`src/rtl/hilo_unit_pkg.sv`:
```
// Shared definitions for the HI/LO unit: operation codes, FSM states and the
// helper that decides whether an op code names a real HI/LO instruction.
package hilo_unit_pkg;

    localparam int unsigned DATA_W = 32;
    localparam int unsigned PROD_W = 64;

    localparam logic [2:0] OP_NONE  = 3'd0;
    localparam logic [2:0] OP_MULT  = 3'd1;
    localparam logic [2:0] OP_MULTU = 3'd2;
    localparam logic [2:0] OP_DIV   = 3'd3;
    localparam logic [2:0] OP_DIVU  = 3'd4;
    localparam logic [2:0] OP_MTHI  = 3'd5;
    localparam logic [2:0] OP_MTLO  = 3'd6;

    typedef enum logic [1:0] {
        ST_IDLE    = 2'd0,
        ST_MUL     = 2'd1,
        ST_DIV     = 2'd2,
        ST_RELEASE = 2'd3
    } state_e;

    // Unknown encodings behave exactly like OP_NONE.
    function automatic logic op_active(input logic [2:0] op);
        case (op)
            OP_MULT, OP_MULTU, OP_DIV, OP_DIVU, OP_MTHI, OP_MTLO: op_active = 1'b1;
            default:                                             op_active = 1'b0;
        endcase
    endfunction

endpackage

```
`src/rtl/hilo_unit_mul.sv`:
```
// Registered 32x32 -> 64 multiplier, signed or unsigned, one cycle of latency.
// The product register only loads when en is high so it holds for the commit cycle.
module hilo_mul
    import hilo_unit_pkg::*;
(
    input  logic                clk,
    input  logic                rst_n,
    input  logic                en,
    input  logic                is_signed,
    input  logic [DATA_W-1:0]   a,
    input  logic [DATA_W-1:0]   b,
    output logic [PROD_W-1:0]   product
);

    logic [DATA_W:0]   a_ext_s;
    logic [DATA_W:0]   b_ext_s;
    logic [PROD_W-1:0] a_wide_s;
    logic [PROD_W-1:0] b_wide_s;
    logic [PROD_W-1:0] product_d;
    logic [PROD_W-1:0] product_q;

    // 33-bit extension makes one signed multiply cover both MULT and MULTU;
    // the low 64 bits of a 64x64 multiply are the exact 33x33 product.
    always_comb begin
        a_ext_s  = {is_signed & a[DATA_W-1], a};
        b_ext_s  = {is_signed & b[DATA_W-1], b};
        a_wide_s = {{(PROD_W-DATA_W-1){a_ext_s[DATA_W]}}, a_ext_s};
        b_wide_s = {{(PROD_W-DATA_W-1){b_ext_s[DATA_W]}}, b_ext_s};
        if (en) begin
            product_d = a_wide_s * b_wide_s;
        end else begin
            product_d = product_q;
        end
    end

    // Product register.
    always_ff @(posedge clk or negedge rst_n) begin
        if (!rst_n) begin
            product_q <= 64'd0;
        end else begin
            product_q <= product_d;
        end
    end

    assign product = product_q;

endmodule

```
`src/rtl/hilo_unit.sv`:
```
// HI/LO register unit: MTHI/MTLO writes, two-cycle multiplies through hilo_mul and
// divides sequenced through an external divider via its start/busy/clr handshake.
module hilo_unit
    import hilo_unit_pkg::*;
(
    input  logic                clk,
    input  logic                rst_n,
    input  logic                valid,
    input  logic [2:0]          op,
    input  logic [DATA_W-1:0]   rs_val,
    input  logic [DATA_W-1:0]   rt_val,
    input  logic                flush,
    output logic                stall,
    output logic [DATA_W-1:0]   hi,
    output logic [DATA_W-1:0]   lo,
    output logic                div_start,
    output logic                div_clr,
    output logic                div_sign,
    output logic [DATA_W-1:0]   div_a,
    output logic [DATA_W-1:0]   div_b,
    input  logic [PROD_W-1:0]   div_result,
    input  logic                div_busy
);

    state_e              state_q, state_d;
    logic [DATA_W-1:0]   hi_q, hi_d;
    logic [DATA_W-1:0]   lo_q, lo_d;
    logic [DATA_W-1:0]   div_a_q, div_a_d;
    logic [DATA_W-1:0]   div_b_q, div_b_d;
    logic                div_sign_q, div_sign_d;
    logic                div_start_q, div_start_d;
    logic                busy_seen_q, busy_seen_d;
    logic                stall_s;
    logic                mul_en_s;
    logic [PROD_W-1:0]   product_s;

    hilo_mul u_mul (
        .clk       (clk),
        .rst_n     (rst_n),
        .en        (mul_en_s),
        .is_signed (op == OP_MULT),
        .a         (rs_val),
        .b         (rt_val),
        .product   (product_s)
    );

    // Next-state, HI/LO write and stall decode; flush overrides every state.
    always_comb begin
        state_d     = state_q;
        hi_d        = hi_q;
        lo_d        = lo_q;
        div_a_d     = div_a_q;
        div_b_d     = div_b_q;
        div_sign_d  = div_sign_q;
        div_start_d = div_start_q;
        busy_seen_d = busy_seen_q;
        stall_s     = 1'b0;
        mul_en_s    = 1'b0;

        if (flush) begin
            div_start_d = 1'b0;
            busy_seen_d = 1'b0;
            if (state_q == ST_DIV) begin
                state_d = ST_RELEASE;
            end else begin
                state_d = ST_IDLE;
            end
        end else begin
            case (state_q)
                ST_IDLE: begin
                    if (valid) begin
                        case (op)
                            OP_MTHI: hi_d = rs_val;
                            OP_MTLO: lo_d = rs_val;
                            OP_MULT, OP_MULTU: begin
                                mul_en_s = 1'b1;
                                stall_s  = 1'b1;
                                state_d  = ST_MUL;
                            end
                            OP_DIV, OP_DIVU: begin
                                div_a_d     = rs_val;
                                div_b_d     = rt_val;
                                div_sign_d  = (op == OP_DIV);
                                div_start_d = 1'b1;
                                busy_seen_d = 1'b0;
                                stall_s     = 1'b1;
                                state_d     = ST_DIV;
                            end
                            default: state_d = ST_IDLE;
                        endcase
                    end else begin
                        state_d = ST_IDLE;
                    end
                end
                ST_MUL: begin
                    hi_d    = product_s[PROD_W-1:DATA_W];
                    lo_d    = product_s[DATA_W-1:0];
                    state_d = ST_IDLE;
                end
                ST_DIV: begin
                    // busy is low before the divider has sampled start, so only a
                    // low busy after a high one marks completion.
                    if (div_busy) begin
                        busy_seen_d = 1'b1;
                        stall_s     = 1'b1;
                    end else if (busy_seen_q) begin
                        hi_d        = div_result[PROD_W-1:DATA_W];
                        lo_d        = div_result[DATA_W-1:0];
                        div_start_d = 1'b0;
                        busy_seen_d = 1'b0;
                        state_d     = ST_RELEASE;
                    end else begin
                        stall_s = 1'b1;
                    end
                end
                ST_RELEASE: begin
                    stall_s = valid & op_active(op);
                    state_d = ST_IDLE;
                end
                default: state_d = ST_IDLE;
            endcase
        end
    end

    // State, architectural HI/LO and divider handshake registers.
    always_ff @(posedge clk or negedge rst_n) begin
        if (!rst_n) begin
            state_q     <= ST_IDLE;
            hi_q        <= 32'd0;
            lo_q        <= 32'd0;
            div_a_q     <= 32'd0;
            div_b_q     <= 32'd0;
            div_sign_q  <= 1'b0;
            div_start_q <= 1'b0;
            busy_seen_q <= 1'b0;
        end else begin
            state_q     <= state_d;
            hi_q        <= hi_d;
            lo_q        <= lo_d;
            div_a_q     <= div_a_d;
            div_b_q     <= div_b_d;
            div_sign_q  <= div_sign_d;
            div_start_q <= div_start_d;
            busy_seen_q <= busy_seen_d;
        end
    end

    assign stall     = rst_n & stall_s;
    assign hi        = hi_q;
    assign lo        = lo_q;
    assign div_start = div_start_q;
    assign div_clr   = flush;
    assign div_sign  = div_sign_q;
    assign div_a     = div_a_q;
    assign div_b     = div_b_q;

endmodule

```
`config.mk`:
```
export PLATFORM = sky130hd
export DESIGN_NAME = hilo_unit
export DESIGN_NICKNAME = d
export VERILOG_FILES = /design/src/rtl/hilo_unit_pkg.sv /design/src/rtl/hilo_unit_mul.sv /design/src/rtl/hilo_unit.sv
export SDC_FILE = /design/constraint.sdc
export NUM_CORES = 2
export LEC_CHECK = 0
export BUFFER_PORTS_ARGS = -buffer_cell sky130_fd_sc_hd__buf_2
export CORE_MARGIN = 2
export CORE_UTILIZATION = 47
export CTS_BUF_LIST = sky130_fd_sc_hd__clkbuf_4 sky130_fd_sc_hd__clkbuf_8 sky130_fd_sc_hd__clkbuf_16
export DETAILED_ROUTE_END_ITERATION = 7
export GPL_TIMING_DRIVEN = 0
export HOLD_SLACK_MARGIN = 0.03
export PLACE_DENSITY_LB_ADDON = 0.3
export SLEW_MARGIN = 20
export SYNTH_ARGS = -nofsm -noshare
export SYNTH_HDL_FRONTEND = slang
export SYNTH_SLANG_ARGS = --single-unit
```
`constraint.sdc`:
```
create_clock -name clk -period 5.4 [get_ports clk]
set_input_delay 0.54 -clock clk [delete_from_list [all_inputs] [get_ports clk]]
set_output_delay 0.54 -clock clk [all_outputs]
set_load 0.02 [all_outputs]
```
==> results by group <==
Synthesis
  • Post-Syn Nets: around 6.4k
  • Cells after Synth: 4964
  • Post-synth EDFFs: 0
  • Register area share after synthesis: 10.7%
  • Synth warn: 0
  • Synthesized cell area: 46300 sq um
  • Synth Flop Type: dfrtp_1
  • Fraction of registers with async set/reset: 100%
  • Syn_area_per_cell: 9.32 sq um
  • Synth Register Bits: a little under 200
  • Number of distinct library cells after synthesis: 60

STA
  • Worst relative slew slack: 19.6%
  • Post-route clock period utilization: 156%
  • Hold Vio Cnt, Final: 0
  • Max Slew Vio Count: 0
  • Worst Tran Pin Value: between 1 and 1.5 ns
  • Layout Skew: 0.0110 ns
  • RSZ-0062 raised after global routing: true
  • Tmin final: between 8 and 9 ns
  • Fmax: roughly 120 MHz
  • Setup-failing EPs final: 51
  • Final worst slack: -3.02 ns

Die
  • Die area: 101000 sq um
  • Chip width: 318 um
  • Initial Utilization: a little under half
  • # rows: approximately 120
  • I/O Pins: ~270
  • Die height: 318 um
  • Core area: just under 100000 sq um

Clock network
  • Maximum clock path buffer count: 2
  • Clock sinks: 197
  • H-tree lvl count: 4
  • Clk root buf: clkbuf_16
  • Worst-skew pair later-pin latency: 0.49 ns
  • Clk slew on worst S/H paths: 0.08 ns
  • Num CTS Buffers: 17
  • CTS tree: built

Setup path
  • Crit. End Element: flop
  • Crit path max fanout: 5
  • Crit-path max cell delay: 0.69 ns
  • Bufs and invs on worst path: 8
  • Req. time, crit path: 5.74 ns
  • CP top delay family: adder cells
  • Crit Path Class: in2reg
  • Startpoint types: input pin
  • Critical path arrival: 8.76 ns
  • Master of the slowest instance on the critical path: fa_2

Global routing
  • First-pass GRT wire length: 271 mm
  • Initial antenna violation count: 22
  • Largest net degree at the start of global routing: 91
  • Vias in the first global route: about 40k
  • Overflow after GRT: 0
  • All-Layer GR Usage: 37.7%

Min path
  • Hold/Removal Path Class: in2reg

Outcome
  • Violated checks: setup timing
  • Outcome: finished, violations left

Layout
  • Layout Cells excl Fill: 6676
  • Area delta synth->final: 19.5%
  • Final nets: 6847
  • Core Util, Final: 56.4%
  • Fillers: roughly 8.6k
  • Layout cells sized above 1: 20.1%

Drt
  • Final ANT Viol Nets: 0
  • Drc violations: 0
  • Initial DRC Count: around 4k
  • Drt wl/cell: 28.5 um
  • Via count: 38.6k
  • TritonRoute pass-1 iters: 7
  • Total wire length: 190 mm
  • DR vias/cell: 5.79

Placement
  • RePlAce Congestion: approximately 1.1
  • Port bufs: 214
  • Final HPWL DP: 152 mm
  • Dpl cells: 6469

Run
  • Max Cap Viol: 0
[metrics by stage]
step | TNS, ns | worst slack (ns) | hold slack [ns] | cell area (sq um)
3_3_place_gp | -178.54 | -5.17 | 0.457 | 50300
3_5_place_dp | -180.03 | -5.23 | 0.420 | 50400
5_1_grt | -102.06 | -3.15 | 0.346 | 55300
2_1_floorplan | -78.29 | -2.62 | 0.244 | 47600
4_1_cts | -88.95 | -3.03 | 0.311 | 53700
6_report | -95.33 | -3.02 | 0.335 | 55300
[final timing paths]
| path | startpoint | endpoint | slack, ns | depth (start not counted) |
|---|---|---|---|---|
| worst min-delay path | div_busy | busy_seen_q$_DFFE_PN0P_ | 0.33 | 3 |
| worst max-delay path | op[1] | u_mul.product[63]$_DFFE_PN0P_ | -3.02 | 31 |
| worst min register to register | lo[13]$_DFFE_PN0P_ | lo[13]$_DFFE_PN0P_ | 0.48 | 1 |
| min in group asynchronous | rst_n | div_a[18]$_DFFE_PN0P_ | 0.51 | 2 |
| max in group asynchronous | rst_n | div_b[13]$_DFFE_PN0P_ | 3.69 | 4 |
| worst max register to register | state_q[0]$_DFFE_PN0P_ | u_mul.product[57]$_DFFE_PN0P_ | 1.41 | 9 |
[state kept, by name (all words and copies together), names as in the netlist]
name           cells
hi                32
div_sign           1
lo                32
u_mul.product     64
state_q            2
div_b             32
div_a             32
busy_seen_q        1
div_start          1
[cells by family after synthesis]
kind of cell             after synthesis  synth area share, %
buffers and inverters               1451                 11.8
AND/OR/NAND/NOR                     1378                 13.5
adder cells (fa/ha/maj)             1343                 54.5
AO/OA/AOI/OAI                        456                 6.56
flip-flops                           197                 10.7
XOR/XNOR                              75                 1.42
multiplexers                          64                 1.56
[worst register-to-register path, delay by kind of cell (launching register included)]
kind | cells | cell delay, ns
buf+inv | 5 | 2.51
simple gates | 2 | 0.64
flops | 1 | 0.45
fa+ha+maj | 1 | 0.22
compound gates | 1 | 0.10
[timing repair]
item,4_1_cts,5_1_grt
pin swaps,105,179
hold endpoints to repair,28,0
hold buffers,1,0
setup endpoints to repair,55,54
gates cloned,0,1
gates resized for setup,563,290
buffers inserted,85,100
[Yosys cell counts, types with 6 or more instances]
| cell | number | area [sq um] |
|---|---|---|
| a211oi_1 | 72 | 541 |
| a22oi_1 | 66 | 495 |
| a21o_1 | 95 | 713 |
| and3_1 | 19 | 119 |
| xnor2_1 | 47 | 412 |
| o21ai_0 | 95 | 475 |
| nand4_1 | 15 | 93.8 |
| o21a_1 | 6 | 45.0 |
| clkbuf_1 | 322 | 1210 |
| o31ai_1 | 7 | 52.6 |
| nor2b_1 | 8 | 50.1 |
| a21oi_1 | 71 | 355 |
| dfrtp_1 | 197 | 4930 |
| and2_1 | 324 | 2030 |
| or2_2 | 9 | 56.3 |
| nor3_1 | 11 | 55.1 |
| xor2_1 | 28 | 245 |
| ha_1 | 218 | 2730 |
| a31oi_1 | 9 | 56.3 |
| o211ai_1 | 6 | 45.0 |
| nand2_1 | 859 | 3220 |
| nor2_1 | 92 | 345 |
| fa_1 | 1125 | 22500 |
| mux2_2 | 64 | 721 |
| nand3_1 | 17 | 85.1 |
| inv_1 | 1120 | 4200 |
[layer usage]
layer	track usage, %	up-vias	part of all wire, %
li1	-	15431	-
met1	48.3	19958	35
met2	54.9	2521	43
met3	10.3	729	12
met4	27.9	2	9.4
met5	0	-	0.0068
[layout make-up]
cell class | instances | area [sq um] | share of cell area [%]
antenna | 8 | 20.0 | 0.0362
buffer | 321 | 3260 | 5.90
clock buffer | 17 | 425 | 0.769
clock inverter | 15 | 203 | 0.367
inverter | 1120 | 4230 | 7.65
multi-input combinational | 3316 | 37800 | 68.4
sequential | 197 | 4930 | 8.91
tap | 1287 | 1610 | 2.91
timing repair buffer | 395 | 2810 | 5.08
[cells in the final DEF (no fill, tap or decap), drive strengths merged, types with 3 or more instances in the layout]
master and instances:
a2111oi 4, a211oi 72, a21boi 3, a21o 95
a21oi 71, a22oi 66, a31oi 9, and2 324
and3 19, and4 3, buf 444, clkbuf 288
clkinv 7, clkinvlp 5, dfrtp 197, diode 8
fa 1125, ha 218, inv 1123, mux2 64
nand2 859, nand2b 4, nand3 17, nand4 15
nor2 92, nor2b 8, nor3 11, nor4 4
o211ai 7, o21a 6, o21ai 96, o31ai 7
or2 9, or3 4, xnor2 47, xor2 28
Power is left out: the tool's default activity adds up to more than one toggle a clock period on the data nets, which glitch-free logic cannot reach.
